[src/rtl/sd_card_dat_responder_pkg.sv]
// Shared types and constants for the SD card DAT-line responder.
// Holds FSM state encodings, CRC status token codes and the CRC16 polynomial.
package sd_card_dat_responder_pkg;

  typedef enum logic [3:0] {
    IDLE,
    NAC_WAIT,
    TX_START,
    TX_DATA,
    TX_CRC,
    TX_END,
    RX_WAIT,
    RX_DATA,
    RX_CRC,
    RX_END,
    NWR_WAIT,
    TOKEN,
    BUSY_HOLD,
    DONE
  } state_t;

  localparam logic [2:0]  TOK_OK   = 3'b010;
  localparam logic [2:0]  TOK_BAD  = 3'b101;
  localparam logic [15:0] CRC_POLY = 16'h1021;

endpackage

[src/rtl/sd_crc16.sv]
// Serial CRC16-CCITT (x^16+x^12+x^5+1), one data bit per enabled cycle.
// Ports: sd_clock, reset (async low), clr (sync clear to 0), en, din, crc.
module sd_crc16
  import sd_card_dat_responder_pkg::*;
(
  input  logic        sd_clock,
  input  logic        reset,
  input  logic        clr,
  input  logic        en,
  input  logic        din,
  output logic [15:0] crc
);

  logic fb;

  assign fb = din ^ crc[15];

  always_ff @(posedge sd_clock or negedge reset) begin
    if (!reset) begin
      crc <= '0;
    end else if (clr) begin
      crc <= '0;
    end else if (en) begin
      crc <= {crc[14:0], 1'b0} ^ ({16{fb}} & CRC_POLY);
    end
  end

endmodule

[src/rtl/sd_card_dat_responder.sv]
// Card-side SD DAT0 engine: sends read blocks, receives write blocks,
// answers with CRC status token and busy. Ports: start/writeRead/blocks
// begin a transaction; tx_* feed read words, rx_* return write words.
module sd_card_dat_responder
  import sd_card_dat_responder_pkg::*;
#(
  parameter int BLOCK_WORDS = 128,
  parameter int NAC         = 2,
  parameter int NWR         = 2,
  parameter int BUSY_CYCLES = 8
) (
  input  logic        sd_clock,
  input  logic        reset,
  input  logic        start,
  input  logic        writeRead,
  input  logic [3:0]  blocks,
  input  logic        dat_in,
  output logic        dat_out,
  output logic        dat_oe,
  input  logic [31:0] tx_data,
  output logic        tx_req,
  output logic [31:0] rx_data,
  output logic        rx_valid,
  output logic        crc_err,
  output logic        busy,
  output logic        done
);

  localparam int DBITS = BLOCK_WORDS * 32;
  localparam int CW =
    $clog2(DBITS + NAC + NWR + BUSY_CYCLES + 16);

  state_t          state_q, state_d;
  logic [CW-1:0]   cnt_q, cnt_d, len;
  logic            counted, fin;
  logic [3:0]      blk_q;
  logic            gap_q;
  logic [31:0]     shreg_q;
  logic [2:0]      tok_q;
  logic [15:0]     crc_q;
  logic            crc_clr, crc_en, crc_din;
  logic            word_end, rx_ok;

  sd_crc16 u_crc (
    .sd_clock (sd_clock),
    .reset    (reset),
    .clr      (crc_clr),
    .en       (crc_en),
    .din      (crc_din),
    .crc      (crc_q)
  );

  // Length of the timed states; fin marks their last cycle.
  always_comb begin
    len     = CW'(1);
    counted = 1'b0;
    unique case (state_q)
      NAC_WAIT: begin
        counted = 1'b1;
        // Between blocks the line idles a fixed 2 cycles.
        len = gap_q ? CW'(2) : CW'(NAC);
      end
      TX_DATA, RX_DATA: begin
        counted = 1'b1;
        len = CW'(DBITS);
      end
      TX_CRC, RX_CRC: begin
        counted = 1'b1;
        len = CW'(16);
      end
      NWR_WAIT: begin
        counted = 1'b1;
        len = CW'(NWR);
      end
      TOKEN: begin
        counted = 1'b1;
        len = CW'(5);
      end
      BUSY_HOLD: begin
        counted = 1'b1;
        len = CW'(BUSY_CYCLES);
      end
      default: ;
    endcase
  end

  assign fin   = counted && (cnt_q == len - CW'(1));
  assign cnt_d = (!counted || fin) ? '0 : cnt_q + CW'(1);
  assign word_end = (cnt_q[4:0] == 5'd31);
  assign rx_ok = dat_in && (shreg_q[15:0] == crc_q);

  always_comb begin
    state_d = state_q;
    unique case (state_q)
      IDLE:
        if (start) begin
          if (blocks == 4'd0)  state_d = DONE;
          else if (writeRead)  state_d = RX_WAIT;
          else                 state_d = NAC_WAIT;
        end
      NAC_WAIT:  if (fin) state_d = TX_START;
      TX_START:  state_d = TX_DATA;
      TX_DATA:   if (fin) state_d = TX_CRC;
      TX_CRC:    if (fin) state_d = TX_END;
      TX_END:
        state_d = (blk_q <= 4'd1) ? DONE : NAC_WAIT;
      RX_WAIT:   if (!dat_in) state_d = RX_DATA;
      RX_DATA:   if (fin) state_d = RX_CRC;
      RX_CRC:    if (fin) state_d = RX_END;
      RX_END:    state_d = NWR_WAIT;
      NWR_WAIT:  if (fin) state_d = TOKEN;
      TOKEN:     if (fin) state_d = BUSY_HOLD;
      BUSY_HOLD:
        if (fin) state_d = (blk_q <= 4'd1) ? DONE : RX_WAIT;
      DONE:      state_d = IDLE;
      default:   state_d = IDLE;
    endcase
  end

  always_comb begin
    dat_out = 1'b1;
    dat_oe  = 1'b0;
    unique case (state_q)
      TX_START:  begin dat_oe = 1'b1; dat_out = 1'b0; end
      TX_DATA:   begin dat_oe = 1'b1; dat_out = shreg_q[31]; end
      TX_CRC: begin
        dat_oe  = 1'b1;
        dat_out = crc_q[4'd15 - cnt_q[3:0]];
      end
      TX_END:    dat_oe = 1'b1;
      TOKEN: begin
        dat_oe = 1'b1;
        unique case (cnt_q[2:0])
          3'd0:    dat_out = 1'b0;
          3'd1:    dat_out = tok_q[2];
          3'd2:    dat_out = tok_q[1];
          3'd3:    dat_out = tok_q[0];
          default: dat_out = 1'b1;
        endcase
      end
      BUSY_HOLD: begin dat_oe = 1'b1; dat_out = 1'b0; end
      default: ;
    endcase
  end

  assign tx_req = (state_q == TX_START) ||
                  (state_q == TX_DATA && word_end && !fin);
  assign busy    = (state_q != IDLE);
  assign done    = (state_q == DONE);
  assign crc_clr = (state_q == TX_START) || (state_q == RX_WAIT);
  assign crc_en  = (state_q == TX_DATA) || (state_q == RX_DATA);
  assign crc_din = (state_q == TX_DATA) ? shreg_q[31] : dat_in;

  always_ff @(posedge sd_clock or negedge reset) begin
    if (!reset) begin
      state_q  <= IDLE;
      cnt_q    <= '0;
      blk_q    <= '0;
      gap_q    <= 1'b0;
      shreg_q  <= '0;
      tok_q    <= '0;
      rx_data  <= '0;
      rx_valid <= 1'b0;
      crc_err  <= 1'b0;
    end else begin
      state_q  <= state_d;
      cnt_q    <= cnt_d;
      rx_valid <= 1'b0;
      if (state_q == IDLE && start) begin
        blk_q   <= blocks;
        gap_q   <= 1'b0;
        crc_err <= 1'b0;
      end
      if (state_q == TX_END) gap_q <= 1'b1;
      if (state_q == TX_END ||
          (state_q == BUSY_HOLD && fin)) begin
        if (blk_q != 4'd0) blk_q <= blk_q - 4'd1;
      end
      if (tx_req) begin
        shreg_q <= tx_data;
      end else if (state_q == TX_DATA) begin
        shreg_q <= {shreg_q[30:0], 1'b0};
      end else if (state_q == RX_DATA ||
                   state_q == RX_CRC) begin
        shreg_q <= {shreg_q[30:0], dat_in};
      end
      if (state_q == RX_DATA && word_end) begin
        rx_valid <= 1'b1;
        rx_data  <= {shreg_q[30:0], dat_in};
      end
      if (state_q == RX_END) begin
        tok_q <= rx_ok ? TOK_OK : TOK_BAD;
        if (!rx_ok) crc_err <= 1'b1;
      end
    end
  end

endmodule

[config.mk]
export PLATFORM = sky130hd
export DESIGN_NAME = sd_card_dat_responder
export DESIGN_NICKNAME = d
export VERILOG_FILES = /design/src/rtl/sd_card_dat_responder_pkg.sv /design/src/rtl/sd_crc16.sv /design/src/rtl/sd_card_dat_responder.sv
export SDC_FILE = /design/constraint.sdc
export NUM_CORES = 1
export LEC_CHECK = 0
export ABC_AREA = 1
export CAP_MARGIN = 20
export CORE_MARGIN = 3
export CORE_UTILIZATION = 45
export CTS_BUF_LIST = sky130_fd_sc_hd__clkbuf_2
export DETAILED_ROUTE_END_ITERATION = 10
export GPL_ROUTABILITY_DRIVEN = 0
export PLACE_DENSITY_LB_ADDON = 0.12
export SETUP_SLACK_MARGIN = 0.02
export SYNTH_ARGS = -nofsm -noshare
export SYNTH_HDL_FRONTEND = slang
export SYNTH_SLANG_ARGS = --single-unit
[constraint.sdc]
create_clock -name sd_clock -period 3.95 [get_ports sd_clock]
set_input_delay 0.79 -clock sd_clock [delete_from_list [all_inputs] [get_ports sd_clock]]
set_output_delay 0.79 -clock sd_clock [all_outputs]
set_load 0.05 [all_outputs]
==> impl_metrics.env, run 1 <==
export IMPL_timing_final_hold_violations=0
export IMPL_dp_final_hpwl_mm=10.3
export IMPL_critPathTopFamily="simple AND/OR/NAND/NOR gates"
export IMPL_vias=5377
export IMPL_post_synthesis_mux_area_share=0.00195
export IMPL_synth_simple_gate_area_frac=0.292
export IMPL_die_height_um=119
export IMPL_grt_start_max_net_pins=73
export IMPL_avgRoutedWirePerCell_um=14.5
export IMPL_synth_compound_area_share=0.102
export IMPL_dpl_cell_count=993
export IMPL_critical_path_slowest_cell="dfrtp_2"
export IMPL_cts_htree_levels=3
export IMPL_synthMostInstantiatedCell="nand2_1"
export IMPL_cts_sinks=105
export IMPL_synth_top_flop_cell="dfrtp_1"
export IMPL_hold_path_class="input port to async pin"
export IMPL_synth_top_area_share=0.455
export IMPL_power_density_mw_per_mm2=676
export IMPL_synthAdderAreaFrac=0.0217
export IMPL_worstPathBufferInverterCount=6
export IMPL_clock_latency_ns=0.62
export IMPL_design_die_area_sq_mm=0.0142
export IMPL_avgSynthCellArea_sq_um=7.58
export IMPL_initial_core_util=0.471
export IMPL_post_synth_num_cell_types=45
export IMPL_drt_pass1_iter_count=6
export IMPL_synth_top_area_cell="dfrtp_1"
export IMPL_most_numerous_cell_types_in_the_synthesized_netlist="195 x nand2_1, 120 x inv_1, 105 x dfrtp_1"
export IMPL_leak_pwr_nw=3.60
export IMPL_endpoint_of_the_most_critical_setup_path="tx_req"
export IMPL_report_final_slew_viol_count=0
export IMPL_number_of_enable_type_register_cells_in_the_synthesized_netlist=0
export IMPL_critical_path_max_fanout=6
export IMPL_die_width_um=119
export IMPL_ys_seq_area_frac=0.455
export IMPL_port_buffers=79
export IMPL_postSynthNetCount=813
export IMPL_worst_setup_path_type="register to output pin"
export IMPL_first_global_vias=5106
export IMPL_period_share=1.06
export IMPL_grt_first_pass_wirelength_mm=24.9
export IMPL_timing_worst_slew_pin_value_ns=0.922
export IMPL_clock_skew_ns=0.0306
export IMPL_overflow=0
export IMPL_final_antenna_net_count=0
export IMPL_setup_ws_post_layout_ns=-0.218
export IMPL_syn_instance_count=762
export IMPL_worst_ir_drop_vdd_uv=477
export IMPL_number_of_antenna_violations_at_the_first_check_in_global_routing=0
export IMPL_critical_path_most_common_cell="nor2_4"
export IMPL_gr_usage_all_layers=0.215
export IMPL_drt_vias_per_instance=5.17
export IMPL_rr_startpoint="state_q[0]"
export IMPL_n_fill_cell=1135
export IMPL_finish_cell_count_without_fillers=1041
export IMPL_max_slew_margin=0.385
export IMPL_tritoncts="yes"
export IMPL_crit_required_ns=3.16
export IMPL_drive_above_1_share=0.135
export IMPL_max_clock_freq_mhz=240
export IMPL_reg2regPathDepth=32
export IMPL_failed_checks="setup timing"
export IMPL_reg2reg_setup_slack_ns=0.24
export IMPL_synthXorXnorAreaFrac=0.0182
export IMPL_io_pins=80
export IMPL_total_area_of_multi_input_combinational_cells_sq_mm=0.00259
export IMPL_critical_path_max_stage_delay_ns=0.52
export IMPL_synth_seq_cells=105
export IMPL_dominant_combinational_cell_family_by_area_after_synthesis="simple AND/OR/NAND/NOR gates"
export IMPL_route_final_wire_length_mm=15.0
export IMPL_num_nets_final=919
export IMPL_drc=0
export IMPL_clk_root_buffer_cell="clkbuf_2"
export IMPL_number_of_rows_in_the_core_area=40
export IMPL_fp_coreArea_sq_mm=0.0123
export IMPL_summed_instance_area_of_the_synthesized_netlist_sq_mm=0.00578
export IMPL_yosysWarnings=0
export IMPL_worst_setup_hold_path_clk_slew_ns=0.26
export IMPL_max_cap_violations=0
export IMPL_cts_root_to_sink_buffers=2
export IMPL_outcome="finished with violations"
export IMPL_final_setup_violation_count=1
export IMPL_detail_route_iter0_violations=351
export IMPL_regArea_sq_mm=0.00263
export IMPL_timing_critical_path_cells="buf_4 -> nand2_4 -> nor2_4 -> nor2_4 -> nand3_4 -> nand2_2 -> inv_2 -> ha_4 -> inv_4 -> nor2_4 -> ha_4 -> inv_2 -> nand2_1 -> nand2_1 -> nand3_1 -> nor2_1 -> nand3_1 -> nor2_2 -> nand4_2 -> nand2_2 -> nand2_4 -> nand2_8 -> inv_4 -> buf_8"
export IMPL_fin_total_pwr_w=0.00483
export IMPL_r2r_end="state_q[2]"
export IMPL_antenna_cells_inserted=0
export IMPL_dpl_cell_area_sq_mm=0.00671
export IMPL_synth_area_top_cells="dfrtp_1 45%, nand2_1 13%, inv_1 7.8%"
export IMPL_critical_path_depth=24
export IMPL_synth_async_sr_flop_share=1.00
export IMPL_worst_setup_path_startpoint="state_q[0]"
export IMPL_syn2layout_area_growth_pct=23.7
export IMPL_cp_arrival_ns=3.38
export IMPL_critPathCaptureType="output pin"
export IMPL_rsz0062_at_grt="yes"
export IMPL_tritoncts_num_buffers=9
export IMPL_final_min_clock_period_ns=4.17
export IMPL_stdcell_area_sq_mm=0.00714
export IMPL_critical_path_startpoint_type="register"
-- logic make-up after synthesis --
kind of cell,Yosys count
mux,1
fa+ha+maj,10
xor+xnor,12
flops,105
simple gates,375
buf+inv,154
compound gates,105
-- worst min-delay path by stage --
stage                           start          end  slack (ns)  cells after the start
final                           reset   rx_data[8]        0.25                      1
after global routing            reset  shreg_q[13]        0.22                      1
after CTS                       reset   shreg_q[2]        0.24                      1
after detailed placement  shreg_q[29]  shreg_q[29]        0.47                      2
after global placement    shreg_q[26]  shreg_q[26]        0.46                      2
after floorplan              tok_q[0]     tok_q[0]        0.44                      2
-- worst register-to-register path: cells and delay by family, from the launching register on --
kind / cells / cell delay (ns)
compound gates: 1 / 0.12
fa+ha+maj: 2 / 0.40
buf+inv: 13 / 1.14
flops: 1 / 0.52
simple gates: 16 / 1.48
-- where the power goes --
part	internal (W)	switching [W]
sequential	0.00131	0.000191
combinational	0.00113	0.00174
clock	0.0000859	0.000365
-- routing by layer --
metal	part of all wire	routed length [um]	track usage	vias to the layer above
li1	-	-	-	2631
met1	0.43	6500	0.277	2523
met2	0.48	7170	0.345	184
met3	0.056	837	0.0565	39
met4	0.036	535	0.0880	0
met5	0	0	0	-
-- cells in the final DEF, fill, tap and decap left out, types with 2 or more instances in the layout --
cell type,count
nand2_1,189
inv_1,115
dfrtp_1,101
nand3_1,79
clkdlybuf4s50_1,76
o21ai_0,54
nor2_1,46
buf_4,43
nand2_2,20
o22ai_1,17
a21oi_1,15
clkbuf_2,10
inv_2,8
ha_1,8
nor2_2,7
nor3_1,7
xor2_1,7
nor2_4,6
nand4_1,6
xnor2_1,5
o21ai_1,5
o211ai_1,4
dfrtp_2,4
inv_4,3
nand2_4,3
nor3b_1,3
nor4_1,3
clkinvlp_4,3
clkinv_1,2
o31ai_1,2
o32ai_1,2
ha_4,2
-- through the flow --
stage	hold WS [ns]	setup TNS, ns	setup slack [ns]	util
6_report	0.254	-0.218	-0.218	0.583
3_3_place_gp	0.463	0	0.356	0.546
3_5_place_dp	0.465	0	0.200	0.547
4_1_cts	0.240	-0.167	-0.167	0.579
5_1_grt	0.215	-0.484	-0.484	0.583
2_1_floorplan	0.443	0	0.367	-
-- final cells by class --
type                    count  share of cell area
clock inverters             6             0.00596
clock buffers              10             0.00701
multi-input cells         503               0.363
well taps                 168              0.0294
inverters                 127              0.0678
flip-flops and latches    105               0.369
repair buffers            122               0.158
-- flip-flops by register name, summed over array words and instances, names as in the netlist --
signal,cells
blk_q,4
cnt_q,13
crc_err,1
rx_data,32
rx_valid,1
shreg_q,32
state_q,4
tok_q,2
u_crc.crc,16
-- what timing repair did --
action                                  CTS  global route
gates resized for setup                  28             6
hold buffers                              0             0
setup buffers                            29             2
hold endpoints to repair                  0             0
endpoints found under the setup margin    1             5
pin swaps                                14             1
Note: power is estimated with default switching activity, not from simulation.
==> inputs of run 2 (changes only) <==
DONT_BUFFER_PORTS = 1   (was default)
==> run 2 against run 1 <==
The run still ends with setup timing left. Combinational power up 5%. Wire length is 4.4% higher. Power grew 6.3%. Worst hold slack better by 0.061 ns. Sequential cell count unchanged. Sequential power about the same. Count of clock-buffer cells in the layout unchanged. Clock skew down 0.015 ns. Register-to-register slack gained 0.16 ns. Cell count decreased by 6.0%. Critical path type unchanged.
==> impl_metrics.env, run 2 (synthesized netlist as in run 1, its figures left out) <==
export IMPL_drc=0
export IMPL_power_density_mw_per_mm2=774
export IMPL_timing_worst_slew_pin_value_ns=1.01
export IMPL_crit_required_ns=3.16
export IMPL_port_buffers=0
export IMPL_clock_latency_ns=0.65
export IMPL_period_share=1.12
export IMPL_drt_pass1_iter_count=5
export IMPL_worst_setup_hold_path_clk_slew_ns=0.29
export IMPL_die_height_um=119
export IMPL_tritoncts_num_buffers=9
export IMPL_final_hold_worst_slack_ns=0.315
export IMPL_critical_path_max_fanout=6
export IMPL_critical_path_startpoint_type="register"
export IMPL_final_antenna_net_count=0
export IMPL_drt_vias_per_instance=5.32
export IMPL_n_fill_cell=1173
export IMPL_cts_htree_levels=3
export IMPL_layout_top_registers="rx_data (32), shreg_q (32), u_crc.crc (16)"
export IMPL_fp_coreArea_sq_mm=0.0123
export IMPL_outcome="finished with violations"
export IMPL_drive_above_1_share=0.170
export IMPL_rsz0062_at_grt="yes"
export IMPL_worst_setup_path_type="register to output pin"
export IMPL_max_clock_freq_mhz=225
export IMPL_grt_first_pass_wirelength_mm=25.2
export IMPL_pre_cts_ws_ns=0.199
export IMPL_leak_pwr_nw=3.43
export IMPL_gr_usage_all_layers=0.219
export IMPL_first_global_vias=5033
export IMPL_max_slew_margin=0.325
export IMPL_fin_tns_setup_ns=-0.493
export IMPL_detail_route_iter0_violations=371
export IMPL_clk_root_buffer_cell="clkbuf_2"
export IMPL_setup_ws_post_layout_ns=-0.493
export IMPL_cts_sinks=105
export IMPL_route_final_wire_length_mm=15.7
export IMPL_vias=5213
export IMPL_io_pins=80
export IMPL_failed_checks="setup timing"
export IMPL_num_nets_final=857
export IMPL_worst_ir_drop_vdd_uv=363
export IMPL_cts_root_to_sink_buffers=2
export IMPL_grt_start_max_net_pins=106
export IMPL_syn2layout_area_growth_pct=14.8
export IMPL_antenna_cells_inserted=0
export IMPL_avgRoutedWirePerCell_um=16.0
export IMPL_critPathCaptureType="output pin"
export IMPL_max_cap_violations=0
export IMPL_dpl_cell_count=912
export IMPL_number_of_rows_in_the_core_area=40
export IMPL_overflow=0
export IMPL_design_die_area_sq_mm=0.0142
export IMPL_timing_final_hold_violations=0
export IMPL_initial_core_util=0.471
export IMPL_hold_path_class="input port to register"
export IMPL_finish_cell_count_without_fillers=979
export IMPL_final_min_clock_period_ns=4.44
export IMPL_final_setup_violation_count=1
export IMPL_cp_arrival_ns=3.65
export IMPL_tritoncts="yes"
export IMPL_die_width_um=119
export IMPL_final_cell_mix="187 x nand2_1, 115 x inv_1, 100 x dfrtp_1"
export IMPL_clock_skew_ns=0.0155
export IMPL_commonest_non_fill_non_tap_cell_in_the_layout="nand2_1"
export IMPL_dp_final_hpwl_mm=10.1
export IMPL_report_final_slew_viol_count=0
export IMPL_number_of_antenna_violations_at_the_first_check_in_global_routing=0
## run 2: what timing repair did
action	in CTS	in global routing
pin swaps	18	17
resized for setup	34	14
endpoints found under the setup margin	1	2
hold endpoints to repair	105	5
setup buffers	39	9
hold buffers	1	1
## run 2: final cells by class
class / instances / area, sq um / share of cell area
clock inverter: 6 / 90.1 / 0.0136
inverter: 127 / 497 / 0.0749
sequential: 105 / 2630 / 0.397
timing repair buffer: 60 / 497 / 0.0749
clock buffer: 10 / 50.0 / 0.00755
tap: 168 / 210 / 0.0317
multi-input combinational: 503 / 2650 / 0.400
## run 2: worst paths after layout
check                            startpoint  depth (start not counted)  slack (ns)     endpoint
worst min-delay path              blocks[0]                          2        0.32     blk_q[0]
worst min register to register  shreg_q[26]                          2        0.52  shreg_q[26]
worst max register to register   state_q[3]                         27        0.40  shreg_q[11]
worst max-delay path             state_q[3]                         25       -0.49       tx_req
min in group asynchronous             reset                          2        0.70  rx_data[19]
max in group asynchronous             reset                          2        2.80   state_q[1]
## run 2: metal layers
metal  track usage  up-vias  routed length (um)
met2         0.357      180                7530
met4         0.102        0                 494
li1              -     2522                   -
met1         0.276     2458                6740
met3        0.0513       53                 946
met5             0        -                   0
## run 2: power breakdown
part	switching, W	leakage [nW]	internal [W]
clock network	0.000382	0.0825	0.000214
registers	0.000223	1.40	0.00132
logic	0.00180	1.95	0.00120
## run 2: critical path, stage by stage (launching register included)
cell and delay (ns):
dfrtp_2 0.50, clkinv_4 0.12, nor2_4 0.15, nand2_2 0.08, nand2_2 0.08, inv_2 0.06
nand3_4 0.09, nand2_4 0.07, inv_4 0.06, ha_4 0.14, inv_4 0.04, nor2_4 0.12
ha_4 0.21, inv_2 0.04, nand2_1 0.04, nand2_1 0.07, nand3_1 0.07, nor2_1 0.14
nand3_1 0.13, nor2_2 0.21, nand4_2 0.15, nand2_2 0.11, nand2_4 0.07, nand2_8 0.07
inv_4 0.03, buf_8 0.14
## run 2: through the flow
stage                     utilization  instance area, sq um  total power, W
final                           0.541                  6630         0.00513
after global routing            0.541                  6630         0.00552
after CTS                       0.529                  6490         0.00488
after detailed placement        0.482                  5910         0.00370
after global placement          0.482                  5910         0.00365
after floorplan                     -                  5780         0.00318
==> edit 1 (settings of run 2) <==
Reset style: synchronous (`reset`), changed in 2 clocked blocks. Comments in the files are not updated.
--- a/src/rtl/sd_crc16.sv
+++ b/src/rtl/sd_crc16.sv
@@ -16,5 +16,5 @@
   assign fb = din ^ crc[15];
 
-  always_ff @(posedge sd_clock or negedge reset) begin
+  always_ff @(posedge sd_clock) begin
     if (!reset) begin
       crc <= '0;
--- a/src/rtl/sd_card_dat_responder.sv
+++ b/src/rtl/sd_card_dat_responder.sv
@@ -152,5 +152,5 @@
   assign crc_din = (state_q == TX_DATA) ? shreg_q[31] : dat_in;
 
-  always_ff @(posedge sd_clock or negedge reset) begin
+  always_ff @(posedge sd_clock) begin
     if (!reset) begin
       state_q  <= IDLE;
Function: differs if reset is asserted again (counterexample within 4 cycles, from zero or initial values and one cycle with reset low); with reset held inactive, the same outputs for 10 cycles.
==> edit 1 against run 2 <==
- global-route usage shrank 0.50 points
- worst setup slack gained 0.51 ns
- wire length shrank 3.1%
- highest routed layer unchanged
- sequential cell count is the same
- non-clock buffer count shrank 31
- area after synthesis grew 0.50%
- largest power group unchanged
- total power shrank 16%
- final area shrank 6.3%
- first-iteration DRC count grew 13%
==> edit 1: results <==
[global_route]
met3_usage_pct = 4.43
met2_usage_pct = 34.1
grt_pass1_wl_mm = 25.1
grt_max_degree = 41
met1_usage_pct = 28.8
grt_use_total_pct = 21.4
first_global_vias = 4945

[clocking]
post_cts_buffers = 15
clkLatencyLatePin_ns = 0.63
cts-resized-gates = 24
clk_pin_slew_ns = 0.33

[min_path]
hold_end = shreg_q[13]
min-delay-start = tx_data[13]

[critical_path]
r2r_end = shreg_q[12]
rr_startpoint = state_q[2]
worstPathArrival_ns = 3.14
cp_slowest_stage_delay_ns = 0.45
reg2reg_depth = 22
slowest_stage = dfxtp_4

[power_and_ir_drop]
irDropWorstVdd_mv = 0.233
p_leak_nw = 2.53

[route]
met3_length_um = 860
viasPerCell = 5.31
initialDrtViolationCount = 419
wl_met1_mm = 7.11
wl_per_cell_um = 15.4
wl_met2_mm = 6.95
first_pass_iters = 5

[layout]
nNetsFinal = 867
drive_above_1_share_pct = 18.5
final_cells = 989

[yosys]
synth_compound_area_share_pct = 18.6
synthArstFlopShare_pct = 0
synth-seq-area-share_pct = 36.2
synth_cell_types = 41
ys_top_cells_by_area = dfxtp_1 (36%), nand2_1 (9.5%), nand3_1 (7.8%), o21ai_0 (6.3%), inv_1 (6.1%)
synth_xor_area_share_pct = 3.02
avgSynthCellArea_um2 = 7.10
synthMuxAreaShare_pct = 0.194
synthAdderAreaFrac_pct = 2.16
yosys-top-cells-count = nand2_1 (147), dfxtp_1 (105), inv_1 (95)

[placement]
place_hpwl_mm = 10.4
dp_cells = 954
preCtsSetupSlack_ns = 0.290
place_area_um2 = 5840

[sta]
max-slew-margin-rel_pct = 30.1
skew_ns = 0.0423
worst_slack_ns = 0.0181
setup_viol = 0
holdWs_ns = 0.229

[status]
status = finished clean
## edit 1: cell types whose count changed after synthesis, sizes merged, moves of 5 or more
cell	change
o22ai	-15
nand2	-27
xnor2	+5
o21ai	+16
a21oi	+86
dfxtp	+105
dfrtp	-105
inv	-28
clkbuf	+13
nand3	+14
## edit 1: where the power goes
part | internal [mW] | total (mW) | leakage (nW) | switching, mW
registers | 1.29 | 1.54 | 0.856 | 0.249
logic | 0.871 | 2.29 | 1.61 | 1.41
clock network | 0.0946 | 0.493 | 0.0644 | 0.398
## edit 1: layout make-up
| class | count | area (µm²) |
|---|---|---|
| fillers | 1264 | 6100 |
| multi-input cells | 572 | 3160 |
| flip-flops and latches | 105 | 2120 |
| inverters | 99 | 379 |
| repair buffers | 29 | 238 |
| well taps | 168 | 210 |
| clock buffers | 10 | 50.0 |
| clock inverters | 6 | 50.0 |
==> edit 2 (settings of run 2) <==
Made on the original files. Set the parameter `NWR` to 4 (it was 2).
--- a/src/rtl/sd_card_dat_responder.sv
+++ b/src/rtl/sd_card_dat_responder.sv
@@ -7,5 +7,5 @@
   parameter int BLOCK_WORDS = 128,
   parameter int NAC         = 2,
-  parameter int NWR         = 2,
+  parameter int NWR         = 4,
   parameter int BUSY_CYCLES = 8
 ) (
Check against the original RTL: same outputs for any inputs over 10 cycles, from zero or initial values and one cycle with reset low; that may be too few to reach the edited logic, so the function may still have changed.
==> edit 2 against run 2 <==
- the run still ends with setup timing left
- sequential cell count unchanged
- maximum frequency up 11%
- clock skew up 0.035 ns
- worst setup slack better by 0.43 ns
- hold slack worse by 0.28 ns
- critical path type unchanged
- synthesized cell count up 1.6%
- wire length down 4.2%
- sequential share of layout area up 0.91 points
- combinational power down 7.3%
- highest routed layer unchanged
- final area down 2.3%
- total power down 3.6%
- area after synthesis down 0.67%
- count of clock-buffer cells in the layout unchanged
- register-to-register slack better by 0.29 ns
==> edit 2: results <==
[status]
status = complete, but fails checks
violations = setup timing

[placement]
place_hpwl_mm = 9.80
place_area_um2 = 5850

[route]
initialDrtViolationCount = 350
met3_length_um = 847
wl_met2_mm = 7.00
wl_mm = 15.0
wl_met1_mm = 6.72
viasPerCell = 5.32

[yosys]
synth_cell_types = 37
synth-seq-area-share_pct = 45.8
synth_xor_area_share_pct = 1.98
ys_top_cells_by_area = dfrtp_1 (46%), nand2_1 (14%), inv_1 (7.9%), nand3_1 (6.9%), o21ai_0 (5.0%)
synth_compound_area_share_pct = 9.68
synthAdderAreaFrac_pct = 2.40
yosys-top-cells-count = nand2_1 (207), inv_1 (121), dfrtp_1 (105)
synthMuxAreaShare_pct = 0
syn-num-nets = 826
synth_edf_count = 0

[clocking]
clkLatencyLatePin_ns = 0.62
clk_pin_slew_ns = 0.31
numCtsBuffers = 9
h-tree-depth = 3

[critical_path]
crit_fanout = 4
r2r_end = shreg_q[5]
r2r_slack_ns = 0.69
reg2reg_depth = 25
crit_start = state_q[1]
worstPathArrival_ns = 3.22

[global_route]
grt_pass1_wl_mm = 24.6
first_global_vias = 5046
grt_use_total_pct = 21.1
antenna_found_initial = 0

[min_path]
hold_path.class = primary input to async pin

[layout]
largest_registers = rx_data (32), shreg_q (32), u_crc.crc (16)
fin_util_pct = 53.0
antenna_cells = 0
fillCellCount = 1194
drive_above_1_share_pct = 13.1
nNetsFinal = 854

[power_and_ir_drop]
irDropWorstVdd_mv = 0.522
p_leak_nw = 3.36

[sta]
setup_viol = 1
worst_slack_ns = -0.0649
skew_ns = 0.0503
max-slew-margin-rel_pct = 30.1
## edit 2: layout make-up
type                            instances  share of cell area, %
Multi-Input combinational cell        513                   40.8
Tap cell                              168                   3.25
Clock buffer                           10                  0.773
Sequential cell                       105                   40.6
Clock inverter                          6                   1.41
Timing Repair Buffer                   45                   5.64
Inverter                              128                   7.46
## edit 2: cell families after synthesis
logic type      Yosys count
flops                   105
fa+ha+maj                11
xor+xnor                 13
buf+inv                 156
compound gates          101
simple gates            388
## edit 2: per-layer routing
| layer | global-route usage [%] | vias up |
|---|---|---|
| li1 | - | 2514 |
| met1 | 27.9 | 2447 |
| met2 | 33.9 | 177 |
| met3 | 4.42 | 48 |
| met4 | 8.83 | 0 |
| met5 | 0 | - |
## edit 2: critical path, cell delays in order (launching register included)
cell and delay, ns:
dfrtp_2 0.51, buf_6 0.16, nand3_4 0.08, nand2_2 0.09, inv_2 0.04, nand2_2 0.07, nand2_2 0.07, inv_2 0.07
ha_4 0.16, nand2_4 0.06, nor2_4 0.11, ha_4 0.16, inv_1 0.06, nand2_1 0.06, nand2_1 0.05, nand2_1 0.06
nand2_1 0.08, nor2_1 0.15, nand3_2 0.13, nor2_4 0.13, nand4_4 0.11, nand2_4 0.11, nand2_8 0.10
## edit 2: report_power, final
part	internal, mW	switching (mW)	leakage [nW]
combinational	1.03	1.75	1.89
sequential	1.35	0.235	1.39
clock	0.216	0.373	0.0865
total	2.59	2.36	3.36
## edit 2: how the worst max path moves through the flow
stage,slack [ns],to,cells after the start
floorplan,0.52,tx_req,23
global placement,0.44,tx_req,21
detailed placement,0.30,tx_req,22
CTS,-0.13,tx_req,21
global route,-0.23,tx_req,21
finish,-0.06,tx_req,22
## edit 2: repair_timing
item	in CTS	in global routing
gates resized for setup	33	15
setup endpoints to repair	1	1
pin swaps	17	18
buffers inserted	31	7
hold buffers	1	0
hold endpoints to repair	105	0
## edit 2: metrics by stage
stage          std cells  hold slack [ns]  setup TNS, ns  setup WS, ns
3_3_place_gp         921            0.461              0         0.442
4_1_cts              969           0.0273         -0.128        -0.128
2_1_floorplan        774            0.443              0         0.515
3_5_place_dp         922            0.466              0         0.302
6_report             975           0.0331        -0.0649       -0.0649
5_1_grt              975          0.00255         -0.233        -0.233
